===== src/rtl/cp0_regfile.sv =====
// CP0 architectural state fed by the WB pipe register.
// Count/Compare timer, interrupt request, mfc0 read port.
module cp0_regfile #(
  parameter logic [31:0] EX_ENTRY     = 32'hBFC0_0380,
  parameter logic [31:0] RESET_STATUS = 32'h0040_0000
) (
  input  logic        clk,
  input  logic        resetn,
  input  logic        cp0_we,
  input  logic [4:0]  cp0_rdc,
  input  logic [31:0] cp0_data,
  input  logic        ex_wb,
  input  logic        eret_flush,
  input  logic        branch_delay_wb,
  input  logic [31:0] pc,
  input  logic [4:0]  ex_code,
  input  logic [31:0] badvaddr_in,
  input  logic [5:0]  ext_int,
  input  logic [4:0]  cp0_raddr,
  output logic [31:0] cp0_rdata,
  output logic [31:0] epc,
  output logic [31:0] ex_entry,
  output logic        status_exl,
  output logic        int_req
);

  localparam logic [4:0] R_BADV  = 5'd8;
  localparam logic [4:0] R_COUNT = 5'd9;
  localparam logic [4:0] R_CMP   = 5'd11;
  localparam logic [4:0] R_SR    = 5'd12;
  localparam logic [4:0] R_CAUSE = 5'd13;
  localparam logic [4:0] R_EPC   = 5'd14;

  logic [31:0] badvaddr;
  logic [31:0] count;
  logic [31:0] compare;
  logic [31:0] epc_q;
  logic        tick;
  logic [7:0]  sr_im;
  logic        sr_exl;
  logic        sr_ie;
  logic        cr_bd;
  logic        cr_ti;
  logic [5:0]  cr_ip_hw;
  logic [1:0]  cr_ip_sw;
  logic [4:0]  cr_exc;

  logic wr;
  logic eret;
  logic wr_count;
  logic wr_cmp;
  logic wr_sr;
  logic wr_cause;
  logic wr_epc;
  logic adex;

  // mtc0 and eret are dropped when an exception commits
  always_comb begin
    wr       = cp0_we & ~ex_wb;
    eret     = eret_flush & ~ex_wb;
    wr_count = wr & (cp0_rdc == R_COUNT);
    wr_cmp   = wr & (cp0_rdc == R_CMP);
    wr_sr    = wr & (cp0_rdc == R_SR);
    wr_cause = wr & (cp0_rdc == R_CAUSE);
    wr_epc   = wr & (cp0_rdc == R_EPC);
    adex     = ex_wb &
               ((ex_code == 5'h04) |
                (ex_code == 5'h05));
  end

  // Count runs at half the clock rate
  always_ff @(posedge clk or negedge resetn) begin
    if (!resetn) begin
      tick  <= 1'b0;
      count <= '0;
    end else begin
      tick <= ~tick;
      if (wr_count)
        count <= cp0_data;
      else if (tick)
        count <= count + 32'd1;
    end
  end

  // Compare and the sticky timer interrupt
  always_ff @(posedge clk or negedge resetn) begin
    if (!resetn) begin
      compare <= '0;
      cr_ti   <= 1'b0;
    end else begin
      if (wr_cmp) begin
        compare <= cp0_data;
        cr_ti   <= 1'b0;
      end else if (count == compare) begin
        cr_ti <= 1'b1;
      end
    end
  end

  // Status: IM, EXL, IE
  always_ff @(posedge clk or negedge resetn) begin
    if (!resetn) begin
      sr_im  <= RESET_STATUS[15:8];
      sr_exl <= RESET_STATUS[1];
      sr_ie  <= RESET_STATUS[0];
    end else begin
      if (wr_sr) begin
        sr_im <= cp0_data[15:8];
        sr_ie <= cp0_data[0];
      end
      if (ex_wb)
        sr_exl <= 1'b1;
      else if (eret)
        sr_exl <= 1'b0;
      else if (wr_sr)
        sr_exl <= cp0_data[1];
    end
  end

  // Cause: pending lines, BD and ExcCode
  always_ff @(posedge clk or negedge resetn) begin
    if (!resetn) begin
      cr_ip_hw <= '0;
      cr_ip_sw <= '0;
      cr_bd    <= 1'b0;
      cr_exc   <= '0;
    end else begin
      cr_ip_hw <= {ext_int[5] | cr_ti, ext_int[4:0]};
      if (wr_cause)
        cr_ip_sw <= cp0_data[9:8];
      if (ex_wb) begin
        cr_exc <= ex_code;
        if (!sr_exl)
          cr_bd <= branch_delay_wb;
      end
    end
  end

  // EPC is frozen while already at exception level
  always_ff @(posedge clk or negedge resetn) begin
    if (!resetn) begin
      epc_q <= '0;
    end else if (ex_wb) begin
      if (!sr_exl)
        epc_q <= branch_delay_wb ? pc - 32'd4 : pc;
    end else if (wr_epc) begin
      epc_q <= cp0_data;
    end
  end

  // BadVAddr only captures address errors
  always_ff @(posedge clk or negedge resetn) begin
    if (!resetn)
      badvaddr <= '0;
    else if (adex)
      badvaddr <= badvaddr_in;
  end

  // mfc0 read mux
  always_comb begin
    cp0_rdata = '0;
    case (cp0_raddr)
      R_BADV:  cp0_rdata = badvaddr;
      R_COUNT: cp0_rdata = count;
      R_CMP:   cp0_rdata = compare;
      R_SR:    cp0_rdata = {9'b0, 1'b1, 6'b0,
                            sr_im, 6'b0,
                            sr_exl, sr_ie};
      R_CAUSE: cp0_rdata = {cr_bd, cr_ti, 14'b0,
                            cr_ip_hw, cr_ip_sw,
                            1'b0, cr_exc, 2'b0};
      R_EPC:   cp0_rdata = epc_q;
      default: cp0_rdata = '0;
    endcase
  end

  // Side outputs to fetch/decode
  always_comb begin
    epc        = epc_q;
    ex_entry   = EX_ENTRY;
    status_exl = sr_exl;
    int_req    = (|({cr_ip_hw, cr_ip_sw} & sr_im))
                 & sr_ie & ~sr_exl;
  end

endmodule


===== config.mk =====
export PLATFORM = sky130hd
export DESIGN_NAME = cp0_regfile
export DESIGN_NICKNAME = d
export VERILOG_FILES = /design/src/rtl/cp0_regfile.sv
export SDC_FILE = /design/constraint.sdc
export NUM_CORES = 1
export LEC_CHECK = 0
export ABC_AREA = 1
export CORE_MARGIN = 2
export CORE_UTILIZATION = 30
export CTS_BUF_LIST = sky130_fd_sc_hd__clkbuf_16
export CTS_CLUSTER_SIZE = 20
export DETAILED_ROUTE_END_ITERATION = 10
export SETUP_SLACK_MARGIN = 0.05
export SLEW_MARGIN = 40
export SYNTH_ARGS = -nofsm -noshare
export SYNTH_HDL_FRONTEND = slang
export SYNTH_SLANG_ARGS = --single-unit
export TNS_END_PERCENT = 5

===== constraint.sdc =====
create_clock -name clk -period 1.6 [get_ports clk]
set_clock_uncertainty 0.05 [all_clocks]
set_input_delay 0.32 -clock clk [delete_from_list [all_inputs] [get_ports clk]]
set_output_delay 0.32 -clock clk [all_outputs]
set_load 0.01 [all_outputs]

==> summary.txt <==
Outcome
  • Status: finished with violations
  • Failing checks: setup timing

Critical path
  • Delay of the slowest critical-path stage: 200 ps
  • Critical-path top delay cell: nand4_1
  • Critical Path Start Type: input pin
  • Critical-path cell list: buf_8 > nor2_4 > nand4_1 > inv_4 > clkbuf_16 > a21oi_2 > o211ai_1 > buf_2
  • Reg-to-reg slack, setup: -250 ps
  • Worst R2R Start: count[1]
  • Worst EP arrival: 1590 ps
  • CP max FO: 9
  • Crit end category: output port
  • Crit path required time: 1230 ps
  • Worst Setup SP: cp0_raddr[2]
  • Crit Path Category: input pin to output port

STA
  • Worst-Margin Slew: 513.7 ps
  • Worst setup margin: -361.6 ps
  • RSZ-0062 raised after global routing: true
  • Final Max Tran Viols: 0
  • Slew HR: 65.75%
  • Fin crit period: 1962 ps
  • Fin. Hold Viols: 0
  • Fmax: 509.8 MHz
  • Endpoints failing setup: 55
  • Final Hold Slack: 279.7 ps
  • Crit share post-route: 122.6%

Synthesis
  • Number of flops mapped to enable cells by yosys: 0
  • Ys flop type: dfrtp_1
  • Synth Area in Simple Gates: 23.81%
  • Sequential element share of the synthesized area: 40.22%
  • Cell Area, Synth: 9580 sq um
  • Top cells by area, synth: dfrtp_1, nand2_1, inv_1
  • Synth Register Bits: 154
  • Post-synthesis cell count: 1284
  • Avg Cell Area, Syn: 7.461 sq um
  • Compound-Gate Fraction of Synth Area: 17.79%
  • Library cells used by synthesis: 53
  • Fraction of registers with async set or reset after synthesis: 100.0%
  • Synth top area share: 40.22%
  • Post-synthesis mux area share: 0%
  • Post-Synth Adder-Cell Area: 0.2612%
  • Synth Warn #: 0
  • Post-Synth XOR/XNOR Area: 5.211%
  • Main combinational cell family by area after synthesis: simple AND/OR/NAND/NOR gates
  • Leading area contributor after synthesis: dfrtp_1

Cells and area
  • Area growth, synth to finish: 57.79%
  • Proportion of layout cells with a drive suffix above 1: 32.59%
  • Cell area after layout: 15120 sq um
  • Nets: 1870

Job
  • Max Cap Violations: 0

Clocking
  • Clock Sinks: 154
  • Clk_lat worst skew: 430 ps
  • Root Driver: clkbuf_16
  • Clock transition at path regs: 70 ps
  • TritonCTS clock tree: yes
  • Htree depth: 4
  • CTS Buf Count: 17
  • Clock Path Buffers: 2

Floorplan
  • I/O Pins: 221
  • Die height: 182.7 microns
  • Die area: 33380 sq um
  • # rows: 65
  • Core area: 31470 sq um
  • Initial Util: 30.44%
  • Die width: 182.7 microns

Power and ir drop
  • Power density cells: 890.3 nW/um^2
  • Peak supply drop: 657.5 uV
  • Leak: 0.007444 uW

Detailed routing
  • Vias: 10470
  • # DRC: 0
  • Iter 0 DRT Violations: 795
  • DRT antenna net count: 0
  • Wire per inst: 17.88 microns
  • Via density: 4.846
  • Pre-Repair DR Iteration Count: 6
  • Post-Route WL: 38640 microns

Place
  • GPL Wtd Cong: 0.9355
  • Post-DP HPWL: 29720 microns
  • Post-placement setup slack: -1188 ps
  • Count of buffers from port buffering: 188
  • Area after DPL: 14010 sq um

Global routing
  • Gr usage total: 23.02%
  • Largest net degree at the start of global routing: 65
  • First-pass GRT wire length: 58420 microns
  • Global route overflow: 0
  • Initial antenna violation count: 1
  • Number of global-route vias before repair: 10310

Worst hold path
  • Hold Path Origin: ext_int[1]
  • Min-delay worst type: input pin to register
-- kinds of logic after synthesis --
family,Yosys count
xor gates and xnor gates,57
adders and majority gates,2
other,2
and+or+nand+nor,524
DFF,154
buffers and inverters,268
AOI/OAI and AO/OA,277
-- layer usage --
layer  track usage, %  share of wire (%)  up-vias  wire length [microns]
met2            37.13                 46      381                  17890
met4            5.710                1.9        0                    720
met3            5.089                7.6       50                   2937
met1            31.36                 44     4974                  17090
met5                0                  0        -                      0
li1                 -                  -     5067                      -
-- cells in the final DEF (no fill, tap or decap), drive strengths merged, types with 5 or more instances in the layout --
cell,count
nand2,329
a21o,7
a22oi,26
o21ai,113
conb,32
nand4,12
clkinv,8
dfrtp,154
a21oi,51
o22ai,21
or2,10
clkdlybuf4s50,108
xor2,44
nor2,77
xnor2,13
nor3,21
inv,189
o21bai,5
buf,374
clkbuf,20
o221ai,12
o211ai,27
nand3,66
dlygate4sd2,5
-- report_power, final --
group          switching, uW  total, uW  internal, uW
Clock                   1830       4000          2170
Sequential               591       5160          4570
Combinational           2090       4300          2210
-- worst paths after layout --
kind                                      to  cells past startpoint
max in group asynchronous          count[13]                      3
min in group asynchronous           sr_im[0]                      2
worst max register to register     count[24]                     10
worst min-delay path             cr_ip_hw[1]                      1
worst min register to register  badvaddr[30]                      2
worst max-delay path            cp0_rdata[5]                      8
-- Yosys cell counts (all sizes together) (3+ instances only) --
master / count
nand3: 66
dfrtp: 154
nor3: 21
clkinv: 3
o211ai: 27
a221oi: 3
buf: 56
a31oi: 3
nand4: 12
a21oi: 51
o21ai: 113
nor2: 77
a22oi: 26
inv: 182
nand3b: 3
and2: 3
o22ai: 21
a21o: 7
clkbuf: 27
or2: 10
o2111ai: 3
xnor2: 13
xor2: 44
o21bai: 5
o221ai: 12
nand2: 329
-- worst max-delay path, delay by kind of cell --
kind	cells	cell delay, ps
AO/OA/AOI/OAI	2	220
buffers and inverters	4	700
AND/OR/NAND/NOR	2	340
-- what timing repair did --
item,4_1_cts,5_1_grt
cloned,2,2
endpoints found under the setup margin,189,117
hold buffers,1,0
pin swaps,34,18
buffers inserted,13,4
hold endpoints to repair,32,0
gates resized for setup,380,66
-- metrics by stage --
step | std cells | utilization, % | total power (uW) | TNS (ps)
final | 2161 | 48.03 | 13460 | -10630
after global routing | 2161 | 48.03 | 14130 | -15600
after CTS | 2155 | 47.08 | 13370 | -9602
after detailed placement | 2111 | 44.51 | 9347 | -104100
after global placement | 2111 | 44.51 | 9318 | -101040
after floorplan | 1314 | - | 6775 | -3.117
-- area by class of cell --
class	count	area [sq um]
tap	402	503.0
clock buffer	17	425.4
sequential	154	3862
clock inverter	15	140.1
inverter	185	725.7
timing repair buffer	495	4348
antenna	1	2.502
multi-input combinational	892	5110
fill	3034	16360
-- state kept, by name, summed over array words and instances, names as in the netlist --
register    count
sr_ie           1
cr_exc          5
cr_ti           1
cr_bd           1
epc            32
count          32
compare        32
badvaddr       32
tick            1
sr_im           8
status_exl      1
cr_ip_hw        6
cr_ip_sw        2
Power figures use the tool's default switching activity.
